===== src/rtl/cond_wait_responder_if.sv =====
// rtl/cond_wait_responder_if.sv - request/completion bundle for the condition-wait responder
//
// Signals:
//   req_valid / req_ready   request handshake (initiator -> responder)
//   req_target, req_mode    target sum and mode (0 = edge, 1 = level)
//   cancel                  abandon an armed wait
//   busy_o                  responder is not idle
//   fire_o                  one-cycle completion pulse
//   fire_sum                sum captured at detection, held until next fire
//   timeout_o               qualifies fire_o as a timeout completion
// Modports: master = initiator side, slave = responder side.

interface cond_wait_responder_if #(
    parameter int WIDTH = 32
);
    logic             req_valid;
    logic             req_ready;
    logic [WIDTH-1:0] req_target;
    logic             req_mode;
    logic             cancel;
    logic             busy_o;
    logic             fire_o;
    logic [WIDTH-1:0] fire_sum;
    logic             timeout_o;

    modport master (
        output req_valid, req_target, req_mode, cancel,
        input  req_ready, busy_o, fire_o, fire_sum, timeout_o
    );

    modport slave (
        input  req_valid, req_target, req_mode, cancel,
        output req_ready, busy_o, fire_o, fire_sum, timeout_o
    );
endinterface


===== src/rtl/cond_wait_responder.sv =====
// rtl/cond_wait_responder.sv - responder for condition waits on (a + b == target)
//
// Owns operands a/b, accepts one wait request at a time and emits a one-cycle
// fire pulse when the watched condition is satisfied.
//
// Ports:
//   clk, rst_n            clock, synchronous active-low reset
//   load, load_a, load_b  load operands (has priority over step)
//   step, inc_a, inc_b    a += inc_a, b += inc_b (wrapping)
//   a_o, b_o, sum_o       current operands and their wrapped sum
//   bus (slave)           request handshake, cancel, busy/fire/fire_sum/timeout
//
// Optional feature macro: COND_WAIT_TIMEOUT_EN
//   defined   - an armed wait is forced to fire with timeout_o=1 after
//               TIMEOUT_CYCLES armed cycles without detection or cancel
//   undefined - no counter, timeout_o is 0, armed waits are unbounded

module cond_wait_responder #(
    parameter int               WIDTH          = 32,
    parameter logic [WIDTH-1:0] A_INIT         = WIDTH'(8),
    parameter logic [WIDTH-1:0] B_INIT         = WIDTH'(4),
    parameter int               TIMEOUT_CYCLES = 64
) (
    input  logic                 clk,
    input  logic                 rst_n,
    input  logic                 load,
    input  logic [WIDTH-1:0]     load_a,
    input  logic [WIDTH-1:0]     load_b,
    input  logic                 step,
    input  logic [WIDTH-1:0]     inc_a,
    input  logic [WIDTH-1:0]     inc_b,
    output logic [WIDTH-1:0]     a_o,
    output logic [WIDTH-1:0]     b_o,
    output logic [WIDTH-1:0]     sum_o,
    cond_wait_responder_if.slave bus
);

    typedef enum logic [1:0] {
        IDLE  = 2'd0,
        ARMED = 2'd1,
        FIRE  = 2'd2
    } state_t;

    state_t           state;
    logic [WIDTH-1:0] a_q;
    logic [WIDTH-1:0] b_q;
    logic [WIDTH-1:0] target_q;
    logic             mode_q;
    logic             cond_prev;
    logic             fire_q;
    logic [WIDTH-1:0] fire_sum_q;
    logic             timeout_q;

    logic             cond;
    logic             hit;

    assign a_o   = a_q;
    assign b_o   = b_q;
    assign sum_o = a_q + b_q;

    // Condition is always judged from the registered operands, so a step
    // becomes visible to detection one cycle after it is commanded.
    assign cond = (sum_o == target_q);

    always_comb begin
        hit = 1'b0;
        if (mode_q) hit = cond;
        else        hit = (cond != cond_prev);
    end

    assign bus.req_ready = (state == IDLE);
    assign bus.busy_o    = (state != IDLE);
    assign bus.fire_o    = fire_q;
    assign bus.fire_sum  = fire_sum_q;
    assign bus.timeout_o = timeout_q;

`ifdef COND_WAIT_TIMEOUT_EN
    localparam int CNT_W = (TIMEOUT_CYCLES < 2) ? 1 : $clog2(TIMEOUT_CYCLES);
    localparam logic [CNT_W-1:0] CNT_LAST = CNT_W'(TIMEOUT_CYCLES - 1);
    logic [CNT_W-1:0] cnt_q;
`else
    logic unused_timeout_param;
    assign unused_timeout_param = ^TIMEOUT_CYCLES;
`endif

    always_ff @(posedge clk) begin
        if (!rst_n) begin
            state      <= IDLE;
            a_q        <= A_INIT;
            b_q        <= B_INIT;
            target_q   <= '0;
            mode_q     <= 1'b0;
            cond_prev  <= 1'b0;
            fire_q     <= 1'b0;
            fire_sum_q <= '0;
            timeout_q  <= 1'b0;
`ifdef COND_WAIT_TIMEOUT_EN
            cnt_q      <= '0;
`endif
        end else begin
            // Operands move in every state; load overrides step.
            if (load) begin
                a_q <= load_a;
                b_q <= load_b;
            end else if (step) begin
                a_q <= a_q + inc_a;
                b_q <= b_q + inc_b;
            end

            case (state)
                IDLE: begin
                    fire_q    <= 1'b0;
                    timeout_q <= 1'b0;
                    if (bus.req_valid) begin
                        target_q  <= bus.req_target;
                        mode_q    <= bus.req_mode;
                        // Baseline for edge mode uses this cycle's operands.
                        cond_prev <= (sum_o == bus.req_target);
                        state     <= ARMED;
`ifdef COND_WAIT_TIMEOUT_EN
                        cnt_q     <= '0;
`endif
                    end
                end
                ARMED: begin
                    cond_prev <= cond;
                    // Priority: detection, then cancel, then timeout.
                    if (hit) begin
                        fire_sum_q <= sum_o;
                        fire_q     <= 1'b1;
                        timeout_q  <= 1'b0;
                        state      <= FIRE;
                    end else if (bus.cancel) begin
                        state <= IDLE;
                    end
`ifdef COND_WAIT_TIMEOUT_EN
                    else if (cnt_q == CNT_LAST) begin
                        fire_sum_q <= sum_o;
                        fire_q     <= 1'b1;
                        timeout_q  <= 1'b1;
                        state      <= FIRE;
                    end else begin
                        cnt_q <= cnt_q + 1'b1;
                    end
`endif
                end
                FIRE: begin
                    fire_q    <= 1'b0;
                    timeout_q <= 1'b0;
                    state     <= IDLE;
                end
                default: begin
                    fire_q    <= 1'b0;
                    timeout_q <= 1'b0;
                    state     <= IDLE;
                end
            endcase
        end
    end

endmodule

===== src/flat_wrapper.sv =====
// flat-port wrapper written by rule: the top's interface ports become plain ports
module cond_wait_responder_flat 
#(
    parameter int               WIDTH          = 32,
    parameter logic [WIDTH-1:0] A_INIT         = WIDTH'(8),
    parameter logic [WIDTH-1:0] B_INIT         = WIDTH'(4),
    parameter int               TIMEOUT_CYCLES = 64
)
  (clk, rst_n, load, load_a, load_b, step, inc_a, inc_b, a_o, b_o, sum_o, bus_req_valid, bus_req_target, bus_req_mode, bus_cancel, bus_req_ready, bus_busy_o, bus_fire_o, bus_fire_sum, bus_timeout_o);
  cond_wait_responder_if #(.WIDTH(WIDTH)) bus_i ();
  input  logic clk;
  input  logic rst_n;
  input  logic load;
  input  logic [WIDTH-1:0] load_a;
  input  logic [WIDTH-1:0] load_b;
  input  logic step;
  input  logic [WIDTH-1:0] inc_a;
  input  logic [WIDTH-1:0] inc_b;
  output logic [WIDTH-1:0] a_o;
  output logic [WIDTH-1:0] b_o;
  output logic [WIDTH-1:0] sum_o;
  input wire logic [$bits(bus_i.req_valid)-1:0] bus_req_valid;
  input wire logic [$bits(bus_i.req_target)-1:0] bus_req_target;
  input wire logic [$bits(bus_i.req_mode)-1:0] bus_req_mode;
  input wire logic [$bits(bus_i.cancel)-1:0] bus_cancel;
  output wire logic [$bits(bus_i.req_ready)-1:0] bus_req_ready;
  output wire logic [$bits(bus_i.busy_o)-1:0] bus_busy_o;
  output wire logic [$bits(bus_i.fire_o)-1:0] bus_fire_o;
  output wire logic [$bits(bus_i.fire_sum)-1:0] bus_fire_sum;
  output wire logic [$bits(bus_i.timeout_o)-1:0] bus_timeout_o;
  assign bus_i.req_valid = bus_req_valid;
  assign bus_i.req_target = bus_req_target;
  assign bus_i.req_mode = bus_req_mode;
  assign bus_i.cancel = bus_cancel;
  assign bus_req_ready = bus_i.req_ready;
  assign bus_busy_o = bus_i.busy_o;
  assign bus_fire_o = bus_i.fire_o;
  assign bus_fire_sum = bus_i.fire_sum;
  assign bus_timeout_o = bus_i.timeout_o;
  cond_wait_responder #(.WIDTH(WIDTH), .A_INIT(A_INIT), .B_INIT(B_INIT), .TIMEOUT_CYCLES(TIMEOUT_CYCLES)) u_core (.clk(clk), .rst_n(rst_n), .load(load), .load_a(load_a), .load_b(load_b), .step(step), .inc_a(inc_a), .inc_b(inc_b), .a_o(a_o), .b_o(b_o), .sum_o(sum_o), .bus(bus_i));
endmodule

===== config.mk =====
export PLATFORM = sky130hd
export DESIGN_NAME = cond_wait_responder_flat
export DESIGN_NICKNAME = d
export VERILOG_FILES = /design/src/rtl/cond_wait_responder_if.sv /design/src/rtl/cond_wait_responder.sv /design/src/flat_wrapper.sv
export SDC_FILE = /design/constraint.sdc
export NUM_CORES = 1
export LEC_CHECK = 0
export ABC_AREA = 1
export ABC_CLOCK_PERIOD_IN_PS = 3800
export BUFFER_PORTS_ARGS = -buffer_cell sky130_fd_sc_hd__buf_2
export CAP_MARGIN = 20
export CORE_MARGIN = 4
export CORE_UTILIZATION = 56
export DETAILED_ROUTE_END_ITERATION = 10
export PLACE_DENSITY_LB_ADDON = 0.12
export SYNTH_ARGS = -nofsm -noshare
export SYNTH_HDL_FRONTEND = slang
export SYNTH_SLANG_ARGS = --single-unit

===== constraint.sdc =====
create_clock -name clk -period 3.8 [get_ports clk]
set_input_delay 0.38 -clock clk [delete_from_list [all_inputs] [get_ports clk]]
set_output_delay 0.38 -clock clk [all_outputs]
set_load 0.05 [all_outputs]

==> results.toml <==
[outcome]
status = "finished clean"

[power]
switching_share_pct = 45.3
p_switching_mw = 2.59
seq_power_share_pct = 27.8
combPwrFrac_pct = 42.2
power_density_nw_per_um2 = 384
worst_ir_drop_vdd_v = 0.000261
power.internal_mw = 3.13
p_leak_nw = 8.40
pwr-share-clk_pct = 30.0

[grt]
grt_pass1_vias = 13754
track_usage_pct = 34.7
grt_max_degree = 70
antenna_found_initial = 1
grt_pass1_wl_mm = 69.4
grt_overflow = 0

[sta]
finalCriticalPeriod_ps = 3410
relSlewSlack_pct = 26.0
post-route-period-util_pct = 89.8
finalMaxSlewViolations = 0
tightest_slew_ps = 1110
finalSetupViolations = 0
rsz0062_at_grt = "false"
finalClockSkew_ps = 12.5
finalWorstSetupSlack_ps = 386
tns_ps = 0
finalHoldViolations = 0
fmax_mhz = 293

[synth]
synth_largest_area_cell = "dfxtp_1"
synth_seq_area_share_pct = 21.2
ys_warn_count = 0
synth_area_leaders = "dfxtp_1, nand2_1, ha_1"
syn_avg_cell_area_um2 = 5.87
ys_ff_latch = 133
synth_cell_types = 49
synth-edff-count = 0
synth_top_area_share_pct = 21.2
syn_nets = 2407
synthFlopType = "dfxtp_1"
async_reset_ff_share_pct = 0
netlist_instances = 2144
syn_area_um2 = 12600

[detailed_routing]
vias = 15025
antenna_left = 0
drt_wl_total_mm = 44.5
drc_errors = 0
dr.first_iter.drc_count = 1304
routedWlPerCell_um = 16.4
dr.pass1.iters = 6
post_drt_via_cell_ratio = 5.52

[clocking]
clock_latency_ps = 430
clk_transition_reported_paths_ps = 70
root_buffer = "clkbuf_16"
cts_hold_buf = 0
ctsLongestPathBuffers = 2
clock-sinks = 133
htreeDepth = 4
cts_tree = "yes"
cts_made_buffers = 17

[worst_setup_path]
rrSetupSlack_ps = 390
cp.arrival_ps = 3770
timing.critical_path.mode_cell = "nand2_1"
path_delay_family = "simple AND/OR/NAND/NOR gates"
endpoint_kind = "register"
cp-start-kind = "register"
cp.required_ps = 4160
cp_num_buf_inv = 3
reg2reg_depth = 23
rr_startpoint = "u_core.a_o[0]"
reg2reg_to = "u_core.bus.fire_sum[6]"
worst-path-max-fanout = 12
critPathKind = "register to register"
worst_path_max_delay_cell = "dfxtp_1"
critPathMaxStageDelay_ps = 390
crit_chain = "ha_2, inv_1, fa_1, inv_1, nand2_1, nand2_2, nand3_2, nand2_2, nand2_1, nand4_1, nand2_1, nand2_1, nand2_1, nor2_1, nand3_1, nor2_2, nand3_2, nand2_2, nand3_4, buf_4, nand2_1, nand2_1, nor2_1"

[finish]
multiInputGateArea_um2 = 8510
final_layout_size_suffix_gt1_share_pct = 17.1
ff_latch_area_um2 = 2660
syn_to_final_growth_pct = 18.3
final_area_um2 = 14900
fin_nets = 2689
final_core_util_pct = 67.8
final_cell_mix = "nand2_1, inv_1, buf_2"
final_common_cell = "nand2_1"
fill_cells = 2133

[placed_design]
dp_hpwl_mm = 35.8
port-buffer-count = 297
dp_slack_ps = 326
placed_cell_area_um2 = 14300
globalplace.congestion = 0.998

[floorplan]
die_h_um = 158
start_util_pct = 57.3
rows = 54
design.core.area_um2 = 22000
ios = 299
die_w_um = 158
die-area_um2 = 24900

[min_path]
holdPathStages = 3
hp-class = "input port to register"
min_to = "u_core.b_o[2]"
worstHoldStart = "load_b[2]"

[run]
max_cap_viol_count = 0
[cell type report]
type	count	area share, %
antenna	1	0.0168
clock buffer	17	2.86
clock inverter	15	1.06
inverter	313	7.89
multi-input combinational	1652	57.2
sequential	133	17.9
tap	280	2.35
timing repair buffer	309	10.8
[state kept, by name (all words and copies together) (netlist names)]
| signal | flops |
|---|---|
| u_core.a_o | 32 |
| u_core.b_o | 32 |
| u_core.bus.fire_sum | 32 |
| u_core.target_q | 32 |
| u_core.state | 2 |
| u_core.bus.fire_o | 1 |
| u_core.cond_prev | 1 |
| u_core.mode_q | 1 |
[per-stage QoR]
stage               cells  power [mW]  hold slack (ps)
CTS                  2717        5.69              183
floorplan            2144        3.33              444
global route         2720        6.03              187
global placement     2685        3.96              456
detailed placement   2685        3.98              465
finish               2720        5.72              191
[what timing repair did]
action | in CTS | in global routing
buffers inserted | 0 | 2
setup endpoints to repair | 0 | 32
resized for setup | 0 | 2
[metal layers]
| layer | GRT usage (%) | share of wire (%) |
|---|---|---|
| met5 | 0 | 0 |
| met4 | 14.5 | 4.2 |
| met3 | 4.35 | 8.4 |
| met2 | 55.8 | 44 |
| met1 | 47.1 | 43 |
[Yosys cell counts (7+ instances only)]
master    number
nor3_1        12
nand4_1       22
clkbuf_1      33
inv_1        309
a21o_1         7
a21oi_1      146
a31oi_1       51
nor2_1       210
ha_1          93
o21ai_0      100
xnor2_1       18
nand2_1      682
o21a_1        11
nand2_2       36
dfxtp_1      133
xor2_1        26
nand3_1      144
or2_2         11
a22oi_1       14
nor2_2         8
[worst max path at each step]
stage | startpoint | end | slack, ps | depth (start not counted)
after global routing | u_core.b_o[0] | u_core.bus.fire_sum[25] | 20 | 24
after detailed placement | u_core.a_o[0] | u_core.bus.fire_sum[2] | 330 | 23
after global placement | inc_a[0] | u_core.a_o[24] | 420 | 13
after CTS | u_core.a_o[0] | u_core.bus.fire_sum[2] | 250 | 23
final | u_core.a_o[0] | u_core.bus.fire_sum[6] | 390 | 23
after floorplan | u_core.b_o[0] | u_core.bus.fire_sum[23] | 320 | 22
[worst register-to-register path: cells and delay by family (launching register included)]
family / cells / cell delay (ps)
fa+ha+maj: 2 / 620
buf+inv: 3 / 410
flops: 1 / 390
simple gates: 18 / 1940
[cell families after synthesis]
group / after synthesis / synth area share (%)
AOI/OAI and AO/OA: 363 / 16.4
xor gates and xnor gates: 44 / 3.06
adders and majority gates: 96 / 9.72
buffers and inverters: 359 / 11.3
DFF: 133 / 21.2
other: 1 / 0.0298
and+or+nand+nor: 1148 / 38.3
[power groups by stage]
stage | sequential, mW | clock, mW | combinational [mW]
2_1_floorplan | 1.77 | 0 | 1.55
5_1_grt | 1.60 | 1.79 | 2.64
3_5_place_dp | 1.62 | 0 | 2.36
6_report | 1.59 | 1.72 | 2.41
3_3_place_gp | 1.62 | 0 | 2.34
4_1_cts | 1.59 | 1.72 | 2.38
(Power assumes the default switching activity.)
